## config.mk

```make
export PLATFORM = sky130hd
export DESIGN_NAME = branch_resolve_unit_flat
export DESIGN_NICKNAME = d
export VERILOG_FILES = /design/src/rtl/branch_resolve_if.sv /design/src/rtl/branch_resolve_unit.sv /design/src/flat_wrapper.sv
export SDC_FILE = /design/constraint.sdc
export NUM_CORES = 1
export LEC_CHECK = 0
export ABC_CLOCK_PERIOD_IN_PS = 3400
export CORE_MARGIN = 8
export CORE_UTILIZATION = 39
export CTS_BUF_LIST = sky130_fd_sc_hd__clkbuf_16
export DETAILED_ROUTE_END_ITERATION = 10
export PLACE_DENSITY = 0.71
export SYNTH_ARGS = -nofsm -noshare
export SYNTH_HDL_FRONTEND = slang
export SYNTH_SLANG_ARGS = --single-unit
```

## constraint.sdc

```tcl
create_clock -name clk -period 3.4 [get_ports clk]
set_input_delay 0.34 -clock clk [delete_from_list [all_inputs] [get_ports clk]]
set_output_delay 0.34 -clock clk [all_outputs]
set_load 0.01 [all_outputs]
```

## src/rtl/branch_resolve_if.sv

```systemverilog
// Branch resolve bus: groups the IF-side prediction push, the MEM-side
// resolution, and the flush / predictor-training / statistics outputs.
//   master : pipeline side (drives push_* and resolve_*, observes results)
//   slave  : branch_resolve_unit side
interface branch_resolve_if #(
    parameter int PCW  = 64,
    parameter int CNTW = 32
);
    logic            push_valid;
    logic [PCW-1:0]  push_pc;
    logic            push_pred_taken;
    logic [PCW-1:0]  push_pred_target;
    logic            push_ready;
    logic            resolve_valid;
    logic [PCW-1:0]  resolve_pc;
    logic            resolve_taken;
    logic [PCW-1:0]  resolve_target;
    logic            flush;
    logic [PCW-1:0]  redirect_pc;
    logic            upd_valid;
    logic [PCW-1:0]  upd_pc;
    logic            upd_taken;
    logic [CNTW-1:0] branch_count;
    logic [CNTW-1:0] mispredict_count;
    logic            err;

    modport master (
        output push_valid, push_pc, push_pred_taken, push_pred_target,
        output resolve_valid, resolve_pc, resolve_taken, resolve_target,
        input  push_ready, flush, redirect_pc, upd_valid, upd_pc, upd_taken,
        input  branch_count, mispredict_count, err
    );

    modport slave (
        input  push_valid, push_pc, push_pred_taken, push_pred_target,
        input  resolve_valid, resolve_pc, resolve_taken, resolve_target,
        output push_ready, flush, redirect_pc, upd_valid, upd_pc, upd_taken,
        output branch_count, mispredict_count, err
    );
endinterface

```

## src/rtl/branch_resolve_unit.sv

```systemverilog
// Branch resolve unit: keeps an in-order queue of in-flight branch
// predictions, checks each MEM resolution against the oldest record,
// raises a one-cycle flush with the corrected fetch PC on a mispredict,
// drives the predictor training strobe and keeps saturating statistics.
// Ports:
//   clk    : clock
//   resetl : asynchronous active-low reset
//   bus    : branch_resolve_if slave (push, resolve, flush/redirect,
//            training update, counters, sticky err)
module branch_resolve_unit #(
    parameter int DEPTH = 4,
    parameter int PCW   = 64,
    parameter int CNTW  = 32
) (
    input  logic                clk,
    input  logic                resetl,
    branch_resolve_if.slave     bus
);
    localparam int AW = $clog2(DEPTH);
    localparam logic [AW:0] PTR_ONE = {{AW{1'b0}}, 1'b1};

    // Increment that sticks at all ones instead of wrapping.
    function automatic logic [CNTW-1:0] sat_inc(input logic [CNTW-1:0] v);
        if (v == {CNTW{1'b1}}) begin
            return v;
        end else begin
            return v + {{(CNTW-1){1'b0}}, 1'b1};
        end
    endfunction

    logic [PCW-1:0]  pc_mem_r     [DEPTH];
    logic            taken_mem_r  [DEPTH];
    logic [PCW-1:0]  target_mem_r [DEPTH];

    logic [AW:0]     wr_ptr_r, rd_ptr_r;
    logic [AW:0]     wr_ptr_nxt_s, rd_ptr_nxt_s;

    logic            flush_r, flush_nxt_s;
    logic [PCW-1:0]  redirect_pc_r, redirect_pc_nxt_s;
    logic            upd_valid_r, upd_valid_nxt_s;
    logic [PCW-1:0]  upd_pc_r, upd_pc_nxt_s;
    logic            upd_taken_r, upd_taken_nxt_s;
    logic [CNTW-1:0] branch_count_r, branch_count_nxt_s;
    logic [CNTW-1:0] mispredict_count_r, mispredict_count_nxt_s;
    logic            err_r, err_nxt_s;

    logic            full_s, empty_s;
    logic [PCW-1:0]  head_pc_s, head_target_s;
    logic            head_taken_s;
    logic            push_acc_s, res_ok_s, res_bad_s, pop_s, mispred_s, mem_we_s;

    // Queue status and head-entry decode; the extra pointer MSB tells full from empty.
    always_comb begin
        empty_s       = (wr_ptr_r == rd_ptr_r);
        full_s        = (wr_ptr_r[AW] != rd_ptr_r[AW]) &&
                        (wr_ptr_r[AW-1:0] == rd_ptr_r[AW-1:0]);
        head_pc_s     = pc_mem_r[rd_ptr_r[AW-1:0]];
        head_taken_s  = taken_mem_r[rd_ptr_r[AW-1:0]];
        head_target_s = target_mem_r[rd_ptr_r[AW-1:0]];
    end

    // Resolution classification and pointer / output next-state.
    always_comb begin
        push_acc_s   = bus.push_valid && !full_s;
        res_ok_s     = bus.resolve_valid && !empty_s && (bus.resolve_pc == head_pc_s);
        res_bad_s    = bus.resolve_valid && (empty_s || (bus.resolve_pc != head_pc_s));
        // A PC mismatch still discards the head; an empty queue has nothing to pop.
        pop_s        = bus.resolve_valid && !empty_s;
        mispred_s    = res_ok_s &&
                       ((head_taken_s != bus.resolve_taken) ||
                        (head_taken_s && bus.resolve_taken &&
                         (head_target_s != bus.resolve_target)));
        // Records pushed during a mispredicting resolve are wrong-path.
        mem_we_s     = push_acc_s && !mispred_s;

        rd_ptr_nxt_s = rd_ptr_r;
        if (pop_s) begin
            rd_ptr_nxt_s = rd_ptr_r + PTR_ONE;
        end else begin
            rd_ptr_nxt_s = rd_ptr_r;
        end

        wr_ptr_nxt_s = wr_ptr_r;
        if (mispred_s) begin
            wr_ptr_nxt_s = rd_ptr_nxt_s;
        end else if (push_acc_s) begin
            wr_ptr_nxt_s = wr_ptr_r + PTR_ONE;
        end else begin
            wr_ptr_nxt_s = wr_ptr_r;
        end

        flush_nxt_s            = mispred_s;
        upd_valid_nxt_s        = res_ok_s;
        redirect_pc_nxt_s      = redirect_pc_r;
        upd_pc_nxt_s           = upd_pc_r;
        upd_taken_nxt_s        = upd_taken_r;
        branch_count_nxt_s     = branch_count_r;
        mispredict_count_nxt_s = mispredict_count_r;
        err_nxt_s              = err_r || res_bad_s;

        if (res_ok_s) begin
            upd_pc_nxt_s       = bus.resolve_pc;
            upd_taken_nxt_s    = bus.resolve_taken;
            branch_count_nxt_s = sat_inc(branch_count_r);
        end else begin
            upd_pc_nxt_s       = upd_pc_r;
            upd_taken_nxt_s    = upd_taken_r;
            branch_count_nxt_s = branch_count_r;
        end

        if (mispred_s) begin
            mispredict_count_nxt_s = sat_inc(mispredict_count_r);
            // Not-taken fall-through wraps modulo 2^PCW.
            redirect_pc_nxt_s      = bus.resolve_taken ? bus.resolve_target
                                                       : bus.resolve_pc + PCW'(4);
        end else begin
            mispredict_count_nxt_s = mispredict_count_r;
            redirect_pc_nxt_s      = redirect_pc_r;
        end
    end

    // Record storage, written at the tail on an accepted push.
    always_ff @(posedge clk or negedge resetl) begin
        if (!resetl) begin
            for (int i = 0; i < DEPTH; i++) begin
                pc_mem_r[i]     <= {PCW{1'b0}};
                taken_mem_r[i]  <= 1'b0;
                target_mem_r[i] <= {PCW{1'b0}};
            end
        end else if (mem_we_s) begin
            pc_mem_r[wr_ptr_r[AW-1:0]]     <= bus.push_pc;
            taken_mem_r[wr_ptr_r[AW-1:0]]  <= bus.push_pred_taken;
            target_mem_r[wr_ptr_r[AW-1:0]] <= bus.push_pred_target;
        end
    end

    // Pointer, pulse, counter and error registers.
    always_ff @(posedge clk or negedge resetl) begin
        if (!resetl) begin
            wr_ptr_r           <= {(AW+1){1'b0}};
            rd_ptr_r           <= {(AW+1){1'b0}};
            flush_r            <= 1'b0;
            redirect_pc_r      <= {PCW{1'b0}};
            upd_valid_r        <= 1'b0;
            upd_pc_r           <= {PCW{1'b0}};
            upd_taken_r        <= 1'b0;
            branch_count_r     <= {CNTW{1'b0}};
            mispredict_count_r <= {CNTW{1'b0}};
            err_r              <= 1'b0;
        end else begin
            wr_ptr_r           <= wr_ptr_nxt_s;
            rd_ptr_r           <= rd_ptr_nxt_s;
            flush_r            <= flush_nxt_s;
            redirect_pc_r      <= redirect_pc_nxt_s;
            upd_valid_r        <= upd_valid_nxt_s;
            upd_pc_r           <= upd_pc_nxt_s;
            upd_taken_r        <= upd_taken_nxt_s;
            branch_count_r     <= branch_count_nxt_s;
            mispredict_count_r <= mispredict_count_nxt_s;
            err_r              <= err_nxt_s;
        end
    end

    assign bus.push_ready       = !full_s;
    assign bus.flush            = flush_r;
    assign bus.redirect_pc      = redirect_pc_r;
    assign bus.upd_valid        = upd_valid_r;
    assign bus.upd_pc           = upd_pc_r;
    assign bus.upd_taken        = upd_taken_r;
    assign bus.branch_count     = branch_count_r;
    assign bus.mispredict_count = mispredict_count_r;
    assign bus.err              = err_r;
endmodule

```

## src/flat_wrapper.sv

```systemverilog
// flat-port wrapper written by rule: the top's interface ports become plain ports
module branch_resolve_unit_flat 
#(
    parameter int DEPTH = 4,
    parameter int PCW   = 64,
    parameter int CNTW  = 32
)
  (clk, resetl, bus_push_valid, bus_push_pc, bus_push_pred_taken, bus_push_pred_target, bus_resolve_valid, bus_resolve_pc, bus_resolve_taken, bus_resolve_target, bus_push_ready, bus_flush, bus_redirect_pc, bus_upd_valid, bus_upd_pc, bus_upd_taken, bus_branch_count, bus_mispredict_count, bus_err);
  branch_resolve_if #(.PCW(PCW), .CNTW(CNTW)) bus_i ();
  input  logic clk;
  input  logic resetl;
  input wire logic [$bits(bus_i.push_valid)-1:0] bus_push_valid;
  input wire logic [$bits(bus_i.push_pc)-1:0] bus_push_pc;
  input wire logic [$bits(bus_i.push_pred_taken)-1:0] bus_push_pred_taken;
  input wire logic [$bits(bus_i.push_pred_target)-1:0] bus_push_pred_target;
  input wire logic [$bits(bus_i.resolve_valid)-1:0] bus_resolve_valid;
  input wire logic [$bits(bus_i.resolve_pc)-1:0] bus_resolve_pc;
  input wire logic [$bits(bus_i.resolve_taken)-1:0] bus_resolve_taken;
  input wire logic [$bits(bus_i.resolve_target)-1:0] bus_resolve_target;
  output wire logic [$bits(bus_i.push_ready)-1:0] bus_push_ready;
  output wire logic [$bits(bus_i.flush)-1:0] bus_flush;
  output wire logic [$bits(bus_i.redirect_pc)-1:0] bus_redirect_pc;
  output wire logic [$bits(bus_i.upd_valid)-1:0] bus_upd_valid;
  output wire logic [$bits(bus_i.upd_pc)-1:0] bus_upd_pc;
  output wire logic [$bits(bus_i.upd_taken)-1:0] bus_upd_taken;
  output wire logic [$bits(bus_i.branch_count)-1:0] bus_branch_count;
  output wire logic [$bits(bus_i.mispredict_count)-1:0] bus_mispredict_count;
  output wire logic [$bits(bus_i.err)-1:0] bus_err;
  assign bus_i.push_valid = bus_push_valid;
  assign bus_i.push_pc = bus_push_pc;
  assign bus_i.push_pred_taken = bus_push_pred_taken;
  assign bus_i.push_pred_target = bus_push_pred_target;
  assign bus_i.resolve_valid = bus_resolve_valid;
  assign bus_i.resolve_pc = bus_resolve_pc;
  assign bus_i.resolve_taken = bus_resolve_taken;
  assign bus_i.resolve_target = bus_resolve_target;
  assign bus_push_ready = bus_i.push_ready;
  assign bus_flush = bus_i.flush;
  assign bus_redirect_pc = bus_i.redirect_pc;
  assign bus_upd_valid = bus_i.upd_valid;
  assign bus_upd_pc = bus_i.upd_pc;
  assign bus_upd_taken = bus_i.upd_taken;
  assign bus_branch_count = bus_i.branch_count;
  assign bus_mispredict_count = bus_i.mispredict_count;
  assign bus_err = bus_i.err;
  branch_resolve_unit #(.DEPTH(DEPTH), .PCW(PCW), .CNTW(CNTW)) u_core (.clk(clk), .resetl(resetl), .bus(bus_i));
endmodule
```

### Yosys cells after proc, flatten, opt, wreduce, memory -nomap -nowiden

Cells that the tools add are included.

| word-level totals | value |
|---|---|
| bits in registers | 718 |
| bits of input ports | 262 |
| output and inout port bits | 197 |
| word-level logic and storage cells | 82 |

| operators by class | value |
|---|---|
| add/subtract/negate cells | 5 |
| $lt $le $gt $ge | 3 |
| equal/unequal tests | 9 |
| multiplexer cells | 20 |
| bitwise logic cells | 4 |
| reductions and logical operators | 19 |

Operators by type and width:

| kind | number |
|---|---|
| bitwise mux 256 bit | 2 |
| 2-to-1 mux 64 bit | 6 |
| binary-select mux 64 bit (select 2 bit) | 2 |
| demux 64 bit (select 2 bit) | 1 |
| inequality test 64 bit | 2 |
| adder 32 x 1 -> 32 bit (second input constant) | 2 |
| adder 64 x 3 -> 64 bit (second input constant) | 1 |
| equality test 32 bit (second input constant) | 2 |
| equality test 64 bit | 1 |
| logical AND 1 bit | 10 |
| 2-to-1 mux 3 bit | 3 |
| adder 3 x 1 -> 3 bit (second input constant) | 2 |
| greater-or-equal comparator 3 bit (second input constant) | 2 |
| inverter 2 -> 3 bit | 2 |
| bitwise mux 4 bit | 1 |
| AND reduction 2 bit | 2 |
| equality test 3 bit | 1 |
| zero test 1 bit | 3 |
| logical OR 1 bit | 3 |
| less-than comparator 3 x 1 -> 1 bit (second input constant) | 1 |
| 2-to-1 mux 1 bit | 3 |
| binary-select mux 1 bit (select 2 bit) | 1 |
| demux 1 bit (select 2 bit) | 1 |
| equality test 2 bit | 1 |
| 3 further kinds | 5 |

### Logic depth before layout (Yosys ltp)

Gate-level depths: netlist of run 1.

| depth | value |
|---|---|
| depth after elaboration | 10 |
| gate-level depth with buffers | 15 |
| gate-level depth less buffers | 9 |

### Least setup slack after synthesis of run 1

OpenSTA, ideal clock, no wires.

| timing path | value |
|---|---|
| path type | register -> register |
| from | register u_core.rd_ptr_r[1] |
| to | register u_core.target_mem_r[117] (netlist bit) |
| library setup time | 0.127 ns |
| arrival time | 3.377 ns |
| required time | 3.273 ns |
| path slack | -0.105 ns |
| stages on the path, launching flop included | 14 |
| path buffers | 5 |
| period minus slack after synthesis | 3.505 ns |
| cells stage by stage | dfrtp_1 > clkbuf_1 > buf_1 > buf_1 > mux4_2 > xor2_1 > nor4_1 > nand4_1 > nor4_4 > o21ai_4 > a21oi_2 > buf_4 > buf_6 > mux2_1 |

| on the way | value |
|---|---|
| cells in the longest elaborated chain, start to end | 10 |
| elaborated cells on any way between the ends | 27 |
| classes of those cells | 5 x eq/ne; 9 x mux; 1 x bitwise; 12 x reduce/logical |

RTL lines:

| element | line | source |
|---|---|---|
| start: declaration | branch_resolve_unit.sv:35 | `logic [AW:0] wr_ptr_r, rd_ptr_r;` |
| start signal: assignment | branch_resolve_unit.sv:141 | `rd_ptr_r <= {(AW+1){1'b0}};` |
| start signal: assignment | branch_resolve_unit.sv:152 | `rd_ptr_r <= rd_ptr_nxt_s;` |
| inverter 2 -> 3 bit (not written as such) | branch_resolve_unit.sv:57, branch_resolve_unit.sv:58, branch_resolve_unit.sv:59 |  |
| binary-select mux 64 bit (select 2 bit) / binary-select mux 1 bit (select 2 bit) (equally long branches) | branch_resolve_unit.sv:59, branch_resolve_unit.sv:58 |  |
| 2-to-1 mux 64 bit (not written as such) / 2-to-1 mux 1 bit (equally long branches) (2 in a row) | branch_resolve_unit.sv:59, branch_resolve_unit.sv:58 |  |
| inequality test 64 bit / logical AND 1 bit (equally long branches) | branch_resolve_unit.sv:72, branch_resolve_unit.sv:71 |  |
| logical AND 1 bit | branch_resolve_unit.sv:71 | `(head_taken_s && bus.resolve_taken &&` |
| logical OR 1 bit | branch_resolve_unit.sv:70 | `((head_taken_s != bus.resolve_taken) \|\|` |
| logical AND 1 bit | branch_resolve_unit.sv:69 | `mispred_s = res_ok_s &&` |
| zero test 1 bit | branch_resolve_unit.sv:74 | `mem_we_s = push_acc_s && !mispred_s;` |
| logical AND 1 bit (*) | branch_resolve_unit.sv:74 |  |
| end signal: indexed assignment | branch_resolve_unit.sv:128 | `target_mem_r[i] <= {PCW{1'b0}};` |
| end signal: indexed assignment | branch_resolve_unit.sv:133 | `target_mem_r[wr_ptr_r[AW-1:0]] <= bus.push_pred_target;` |
| end: declaration | branch_resolve_unit.sv:33 | `logic [PCW-1:0] target_mem_r [DEPTH];` |

Mark *: on every way between the ends. The rest lies on a longest branch, timed or not. The select of a mux whose other input is x is not followed.
A chain may end at the register's enable or synchronous reset.

### Worst setup path after layout of run 1

| timing path | value |
|---|---|
| from | register u_core.rd_ptr_r[0] |
| to | register u_core.target_mem_r[111] (netlist bit) |

Same word-level chain as after synthesis.

==> results of run 1 <==
-- synthesized netlist by cell type (all sizes together), types with 2 or more instances --
| master | number | area [um^2] |
|---|---|---|
| dfrtp | 718 | 18000 |
| mux2 | 588 | 6690 |
| nand2 | 301 | 1130 |
| xor2 | 144 | 1260 |
| mux4 | 129 | 2910 |
| xnor2 | 112 | 981 |
| buf | 99 | 857 |
| o21ai | 69 | 357 |
| nand4 | 50 | 313 |
| clkbuf | 49 | 184 |
| nand3 | 46 | 230 |
| nor4 | 41 | 272 |
| nor3 | 37 | 185 |
| and3 | 29 | 181 |
| nor2 | 24 | 92.6 |
| and4 | 15 | 131 |
| inv | 10 | 37.5 |
| ha | 9 | 113 |
| and2 | 7 | 43.8 |
| a21oi | 4 | 31.3 |
| nor4b | 4 | 35.0 |
| or2 | 3 | 18.8 |
| or4 | 3 | 22.5 |
| nand2b | 2 | 12.5 |
| or3 | 2 | 12.5 |
-- where the power goes --
part / switching, mW / total, mW / leakage, nW / internal, mW
combinational: 6.78 / 16.4 / 10.4 / 9.65
sequential: 1.66 / 13.5 / 8.92 / 11.8
clock: 3.60 / 8.19 / 1.26 / 4.58
-- worst max path at each step --
stage | slack, ns | from | cells after the start | end
global route | -0.75 | u_core.rd_ptr_r[0]$_DFF_PN0_ | 15 | u_core.target_mem_r[109]$_DFFE_PN0P_
detailed placement | -0.90 | u_core.rd_ptr_r[0]$_DFF_PN0_ | 11 | u_core.pc_mem_r[22]$_DFFE_PN0P_
CTS | -0.57 | u_core.rd_ptr_r[0]$_DFF_PN0_ | 16 | u_core.bus.redirect_pc[9]$_DFFE_PN0P_
finish | -0.67 | u_core.rd_ptr_r[0]$_DFF_PN0_ | 15 | u_core.target_mem_r[111]$_DFFE_PN0P_
global placement | -0.94 | u_core.rd_ptr_r[0]$_DFF_PN0_ | 11 | u_core.pc_mem_r[26]$_DFFE_PN0P_
floorplan | 0.006 | u_core.rd_ptr_r[0]$_DFF_PN0_ | 13 | u_core.target_mem_r[117]$_DFFE_PN0P_
-- what timing repair did --
| item | in CTS | in global routing |
|---|---|---|
| setup buffers | 25 | 31 |
| gates resized for setup | 152 | 125 |
| hold endpoints to repair | 56 | 0 |
| setup endpoints to repair | 714 | 714 |
| hold buffers | 1 | 0 |
| gates cloned | 8 | 11 |
| pin swaps | 11 | 28 |
-- sequential cells by signal, summed over array words and instances (netlist names) --
register	cells
u_core.bus.flush	1
u_core.bus.err	1
u_core.bus.upd_pc	64
u_core.wr_ptr_r	3
u_core.bus.redirect_pc	64
u_core.target_mem_r	256
u_core.bus.branch_count	32
u_core.rd_ptr_r	3
u_core.bus.upd_taken	1
u_core.bus.mispredict_count	32
u_core.pc_mem_r	256
u_core.bus.upd_valid	1
u_core.taken_mem_r	4
-- cell families after synthesis --
kind of cell    share of synthesized area
compound gates                     0.0118
xor+xnor                           0.0657
fa+ha+maj                         0.00330
buf+inv                            0.0316
flops                               0.527
mux                                 0.281
simple gates                       0.0792
-- metrics by stage --
step                       util  area [um^2]  cells  TNS [ns]  setup WS [ns]
after floorplan               -        34100   2501         0        0.00610
after global placement    0.490        42500   4289   -513.80         -0.937
after detailed placement  0.490        42500   4289   -474.64         -0.902
after CTS                 0.531        46000   4460   -334.32         -0.569
after global routing      0.543        47100   4507   -437.11         -0.754
final                     0.543        47100   4516   -377.30         -0.668
-- worst reg2reg max path, cell delays in order, from the launching register on --
cell and delay (ns):
sky130_fd_sc_hd__dfrtp_4 0.47, sky130_fd_sc_hd__buf_12 0.18, sky130_fd_sc_hd__buf_8 0.15, sky130_fd_sc_hd__buf_6 0.10, sky130_fd_sc_hd__mux4_2 0.54, sky130_fd_sc_hd__xor2_4 0.21, sky130_fd_sc_hd__nor4_4 0.32, sky130_fd_sc_hd__nand4_1 0.15
sky130_fd_sc_hd__buf_4 0.19, sky130_fd_sc_hd__nor4_4 0.27, sky130_fd_sc_hd__buf_6 0.17, sky130_fd_sc_hd__o21ai_4 0.11, sky130_fd_sc_hd__a21oi_4 0.28, sky130_fd_sc_hd__buf_12 0.23, sky130_fd_sc_hd__buf_4 0.21, sky130_fd_sc_hd__mux2_1 0.35
-- metal layers --
layer  vias to the layer above  wire [um]  track usage
li1                      10600          -            -
met1                     12800      52500        0.335
met2                       865      56600        0.378
met3                       190      10200       0.0649
met4                        16       3560       0.0681
met5                         -        107            0
-- layout make-up --
type / instances / area [um^2]
diodes: 16 / 40.0
clock buffers: 80 / 2000
clock inverters: 59 / 408
fillers: 7123 / 39600
inverters: 10 / 50.0
multi-input cells: 1625 / 16000
flip-flops and latches: 718 / 18000
well taps: 1155 / 1450
repair buffers: 853 / 9220
==> Flow_metrics.wiki, run 1 <==
{| class="wikitable"
! Metric !! Value
|-
| Part of the Yosys area used for sequential elements || 0.527
|-
| Number of warning messages in the yosys log || 0
|-
| Area of the placeable core || 0.0868 mm^2
|-
| Launching point of the worst reg2reg path || u_core.rd_ptr_r[0]$_DFF_PN0_
|-
| P_leak || 20.6 nW
|-
| Cells traversed along the worst timing path || buf_12 -> buf_8 -> buf_6 -> mux4_2 -> xor2_4 -> nor4_4 -> nand4_1 -> buf_4 -> nor4_4 -> buf_6 -> o21ai_4 -> a21oi_4 -> buf_12 -> buf_4 -> mux2_1
|-
| Number of buffer and inverter instances along the worst setup path || 7
|-
| Per-cell routed wire length || 27.2 um
|-
| Crit Reg-Reg Endpoint || u_core.target_mem_r[111]$_DFFE_PN0P_
|-
| Global placer's final weighted congestion || 0.873
|-
| Dominant synthesized flop cell || sky130_fd_sc_hd__dfrtp_1
|-
| Fraction of layout cells with a size suffix above 1 || 0.300
|-
| Count of flip-flops with a built-in enable after synthesis || 0
|-
| Area growth from synthesis to layout || 38.1%
|-
| Length of the first detailed-routing pass in iterations || 5
|-
| Initial antenna violation count || 30
|-
| CTS root buffer || sky130_fd_sc_hd__clkbuf_16
|-
| Io pins || 459
|-
| Clock-pin slew of the registers on the worst-case setup and hold paths || 0.06 ns
|-
| Die height || 312 um
|-
| Post-synthesis average cell area || 13.6 um^2
|-
| Max-cap violation count || 0
|-
| Slowest Stage Delay on Critical Path || 0.54 ns
|-
| Final Hold Violating Endpoints || 0
|-
| R2r worst-path depth || 15
|-
| Leading cell types in the layout, fill and taps excluded || sky130_fd_sc_hd__dfrtp_1 (716), sky130_fd_sc_hd__clkdlybuf4s50_1 (456), sky130_fd_sc_hd__nand2_1 (301)
|-
| Crit Path Category || reg2reg
|-
| Setup Skew || 0.0262 ns
|-
| Status || finished, violations left
|-
| Violations in the final reports || setup timing
|-
| Setup repair after global routing missed its margin || true
|-
| Total Wirelength || 123,000 um
|-
| Full die area || 0.0972 mm^2
|-
| Number of design rule violations left after detail routing || 0
|-
| Worst vdd rail ir drop || 0.454 mV
|-
| Wire length of the first global-routing pass || 178,000 um
|-
| Cell Rows || 108
|-
| Worst-path fanout max || 8
|-
| Headroom to the max-slew limit || 0.492
|-
| Number of nets in the final layout || 3,558
|-
| Clock buffer depth || 3
|-
| Cell Pwr Density || 808 mW/mm^2
|-
| Horiz. Die Dim || 312 um
|-
| Clk sinks || 718
|-
| Placed wire-length estimate || 91,000 um
|-
| Via-per-instance ratio || 5.42
|-
| Share of flip-flops with an asynchronous set or reset || 1.00
|-
| Total number of vias || 24,500
|-
| Count of H-tree levels built during CTS || 3
|-
| Number of DRC markers in iteration 0 || 1,944
|-
| Worst EP required || 3.91 ns
|-
| GR Overflow Total || 0
|-
| Vias in the first global route || 25,600
|-
| Data arrival time of the critical path || 4.58 ns
|-
| Number of max-slew violations in the final report || 0
|-
| TritonCTS clock tree || built
|-
| Initial standard-cell utilization of the core || 0.393
|-
| Fin crit period || 4.07 ns
|-
| Clock buffer count from CTS || 79
|-
| Net count after synthesis || 2,772
|-
| Final period utilization || 1.20
|-
| Cell area after synthesis || 0.0341 mm^2
|-
| Port bufs || 458
|-
| Count of different cell masters after synthesis || 43
|-
| Worst hold slack || 0.295 ns
|-
| Gate count of the mapped netlist || 2,501
|-
| Worst path slowest cell || sky130_fd_sc_hd__mux4_2
|-
| Number of failing setup endpoints in the final timing report || 714
|-
| Register-to-register setup slack || -0.67 ns
|-
| Flops & latches, synth || 718
|-
| Critical Path End Type || flop
|-
| Maximum number of pins on one net before global-route repair || 97
|-
| FMAX || 246 MHz
|-
| Clock latency of the later-clocked register in the worst-skew pair || 0.65 ns
|-
| Overall power after layout || 38.1 mW
|-
| Category of cells accounting for the largest share of critical-path delay || buffers and inverters
|-
| Worst-Margin Slew || 0.762 ns
|-
| Worst min-delay path class || in2async
|-
| Sort of element at the start of the critical path || flop
|-
| Leading cell type in the layout, fill and taps excluded || sky130_fd_sc_hd__dfrtp_1
|-
| Number of routed nets with antenna violations || 0
|-
| GR Util All Layers || 0.243
|-
| Post-route worst setup slack || -0.668 ns
|}
Power figures use the tool's default switching activity.
==> run 2, diff against run 1 <==
ABC_CLOCK_PERIOD_IN_PS = not set   (was 3400)
SKIP_LAST_GASP = 1   (was not set)
==> Flow_metrics.wiki, run 2 (synthesis gave the netlist of run 1 again) <==
{| class="wikitable"
! Metric !! Value
|-
| Fraction of layout cells with a size suffix above 1 || 0.291 (-0.00878)
|-
| Clk sinks || 718 (unchanged)
|-
| Headroom to the max-slew limit || 0.490 (-0.00186)
|-
| Post-route worst setup slack || -0.640 ns (+0.0281 ns)
|-
| R2r worst-path depth || 17 (+2)
|-
| Global placer's final weighted congestion || 0.873 (unchanged)
|-
| Number of failing setup endpoints in the final timing report || 714 (unchanged)
|-
| Number of max-slew violations in the final report || 0 (unchanged)
|-
| Met3 layer wire length in the routed design || 10,100 um (-0.90%)
|-
| GR Util All Layers || 0.242 (-0.000660)
|-
| Area of the placeable core || 0.0868 mm^2 (unchanged)
|-
| Leading cell types in the layout, fill and taps excluded || sky130_fd_sc_hd__dfrtp_1 (716), sky130_fd_sc_hd__clkdlybuf4s50_1 (456), sky130_fd_sc_hd__mux2_1 (310)
|-
| Violations in the final reports || setup timing
|-
| FMAX || 248 MHz (+0.69%)
|-
| Die height || 312 um (unchanged)
|-
| Full die area || 0.0972 mm^2 (unchanged)
|-
| Total Wirelength || 125,000 um (+1.4%)
|-
| Cell Pwr Density || 808 mW/mm^2 (about the same)
|-
| Io pins || 459 (unchanged)
|-
| Number of design rule violations left after detail routing || 0 (unchanged)
|-
| P_leak || 20.6 nW (+0.13%)
|-
| Highest Signal Layer || met5
|-
| Worst slack after detailed placement || -0.902 ns (unchanged)
|-
| CTS root buffer || sky130_fd_sc_hd__clkbuf_16
|-
| Worst-path fanout max || 10 (+2)
|-
| TritonCTS clock tree || built
|-
| Clock latency of the later-clocked register in the worst-skew pair || 0.65 ns (about the same)
|-
| Length of the first detailed-routing pass in iterations || 7 (+2)
|-
| Fill count || 7,112 (-0.15%)
|-
| Crit Path Category || reg2reg
|-
| Per-cell routed wire length || 27.5 um (+1.1%)
|-
| Leading cell type in the layout, fill and taps excluded || sky130_fd_sc_hd__dfrtp_1
|-
| Worst vdd rail ir drop || 0.451 mV (-0.78%)
|-
| Horiz. Die Dim || 312 um (unchanged)
|-
| Critical Path End Type || flop
|-
| GR Overflow Total || 0 (unchanged)
|-
| Total number of vias || 24,800 (+1.2%)
|-
| Initial antenna violation count || 30 (unchanged)
|-
| Max-cap violation count || 0 (unchanged)
|-
| Port bufs || 458 (unchanged)
|-
| Worst-Margin Slew || 0.758 ns (-0.00419 ns)
|-
| Total routed wire length on the met1 layer || 53,200 um (+1.3%)
|-
| Clock-pin slew of the registers on the worst-case setup and hold paths || 0.06 ns (about the same)
|-
| Count of H-tree levels built during CTS || 3 (unchanged)
|-
| Area growth from synthesis to layout || 38.5%
|-
| Clock buffer depth || 3 (unchanged)
|-
| Core Util, Final || 0.544 (+0.00138)
|-
| Number of nets in the final layout || 3,573 (+0.42%)
|-
| Data arrival time of the critical path || 4.55 ns (-0.03 ns)
|-
| Worst EP required || 3.91 ns (about the same)
|-
| Worst min-delay path class || in2async
|-
| Routed wire length on met2 || 57,600 um (+1.8%)
|-
| Setup Skew || 0.0312 ns (+0.00496 ns)
|-
| Clock buffer count from CTS || 79 (unchanged)
|-
| Final Hold Violating Endpoints || 0 (unchanged)
|-
| Largest registers || u_core.pc_mem_r (256), u_core.target_mem_r (256)
|-
| Wire length of the first global-routing pass || 178,000 um (-0.35%)
|-
| Number of routed nets with antenna violations || 0 (unchanged)
|-
| Placed wire-length estimate || 91,000 um (unchanged)
|-
| Final period utilization || 1.19 (-0.00825)
|-
| Maximum number of pins on one net before global-route repair || 97 (unchanged)
|-
| Cell Rows || 108 (unchanged)
|-
| Sort of element at the start of the critical path || flop
|-
| Vias in the first global route || 25,600 (-0.11%)
|-
| Fin crit period || 4.04 ns (-0.0281 ns)
|-
| Status || finished, violations left
|-
| Worst hold slack || 0.299 ns (+0.00406 ns)
|-
| Setup repair after global routing missed its margin || true
|-
| Number of DRC markers in iteration 0 || 2,148 (+10%)
|-
| Initial standard-cell utilization of the core || 0.393 (unchanged)
|-
| Via-per-instance ratio || 5.47 (+0.93%)
|}
==> run 2: changes by cell type in the layout (fill, tap and decap cells not counted), sizes merged <==
cell | before | now
inv | 33 | 34
clkinv | 31 | 30
diode | 16 | 15
clkbuf | 91 | 96
buf | 385 | 395
==> run 2: path summary, 6_finish.rpt <==
| path | start | to | slack, ns |
|---|---|---|---|
| min reg2reg | u_core.bus.upd_pc[12]$_DFFE_PN0P_ | u_core.bus.upd_pc[12]$_DFFE_PN0P_ | 0.47 |
| max in group asynchronous | resetl | u_core.bus.redirect_pc[17]$_DFFE_PN0P_ | 2.00 |
| min in group clk | bus_resolve_taken | u_core.bus.upd_taken$_DFFE_PN0P_ | 0.34 |
| max reg2reg | u_core.rd_ptr_r[0]$_DFF_PN0_ | u_core.bus.redirect_pc[36]$_DFFE_PN0P_ | -0.64 |
| max | u_core.rd_ptr_r[0]$_DFF_PN0_ | u_core.bus.redirect_pc[36]$_DFFE_PN0P_ | -0.64 |
| min | resetl | u_core.bus.redirect_pc[59]$_DFFE_PN0P_ | 0.30 |
==> run 2: cell type report <==
cell class                 count  area [um^2]  share of cell area
sequential                   718        18000               0.381
multi-input combinational   1625        15800               0.335
timing repair buffer         868         9490               0.201
clock buffer                  80         2000              0.0424
tap                         1155         1450              0.0306
clock inverter                59          408             0.00864
inverter                      10         45.0            0.000954
antenna                       15         37.5            0.000795
==> run 2: critical path, cell delays in order (launching register included) <==
cell                      delay, ns
sky130_fd_sc_hd__dfrtp_4       0.53
sky130_fd_sc_hd__buf_12        0.17
sky130_fd_sc_hd__buf_12        0.15
sky130_fd_sc_hd__buf_12        0.13
sky130_fd_sc_hd__buf_12        0.12
sky130_fd_sc_hd__mux4_2        0.43
sky130_fd_sc_hd__xnor2_1       0.16
sky130_fd_sc_hd__nand4_1       0.16
sky130_fd_sc_hd__nor4_2        0.32
sky130_fd_sc_hd__buf_4         0.16
sky130_fd_sc_hd__nand4_1       0.10
sky130_fd_sc_hd__buf_4         0.18
sky130_fd_sc_hd__or2_4         0.26
sky130_fd_sc_hd__buf_12        0.16
sky130_fd_sc_hd__nor2_4        0.16
sky130_fd_sc_hd__buf_12        0.18
sky130_fd_sc_hd__buf_12        0.15
sky130_fd_sc_hd__mux2_2        0.34
==> run 2: repair_timing <==
item,in CTS,in global routing
cloned,8,19
hold endpoints to repair,56,0
endpoints found under the setup margin,714,714
pin swaps,11,47
hold buffers,1,0
gates resized for setup,107,116
setup buffers,25,39
==> run 2: routing by layer <==
metal,track usage,vias up
met5,0,-
met4,0.0669,16
met3,0.0656,205
met2,0.379,949
met1,0.332,13000
li1,-,10600
==> run 2: report_power, final <==
part           leakage, nW  switching [mW]  internal (mW)
Combinational         10.4            6.95           9.56
Sequential            8.92            1.67           11.8
Clock                 1.26            3.62           4.58
==> run 2: metrics by stage <==
stage / instance area, um^2 / instances / power, mW / TNS (ns)
finish: 47200 / 4530 / 38.2 / -382.08
global route: 47200 / 4523 / 39.8 / -461.17
global placement: 42500 / 4289 / 27.2 / -513.80
detailed placement: 42500 / 4289 / 27.6 / -474.64
CTS: 45900 / 4460 / 36.7 / -342.54
floorplan: 34100 / 2501 / 22.4 / 0
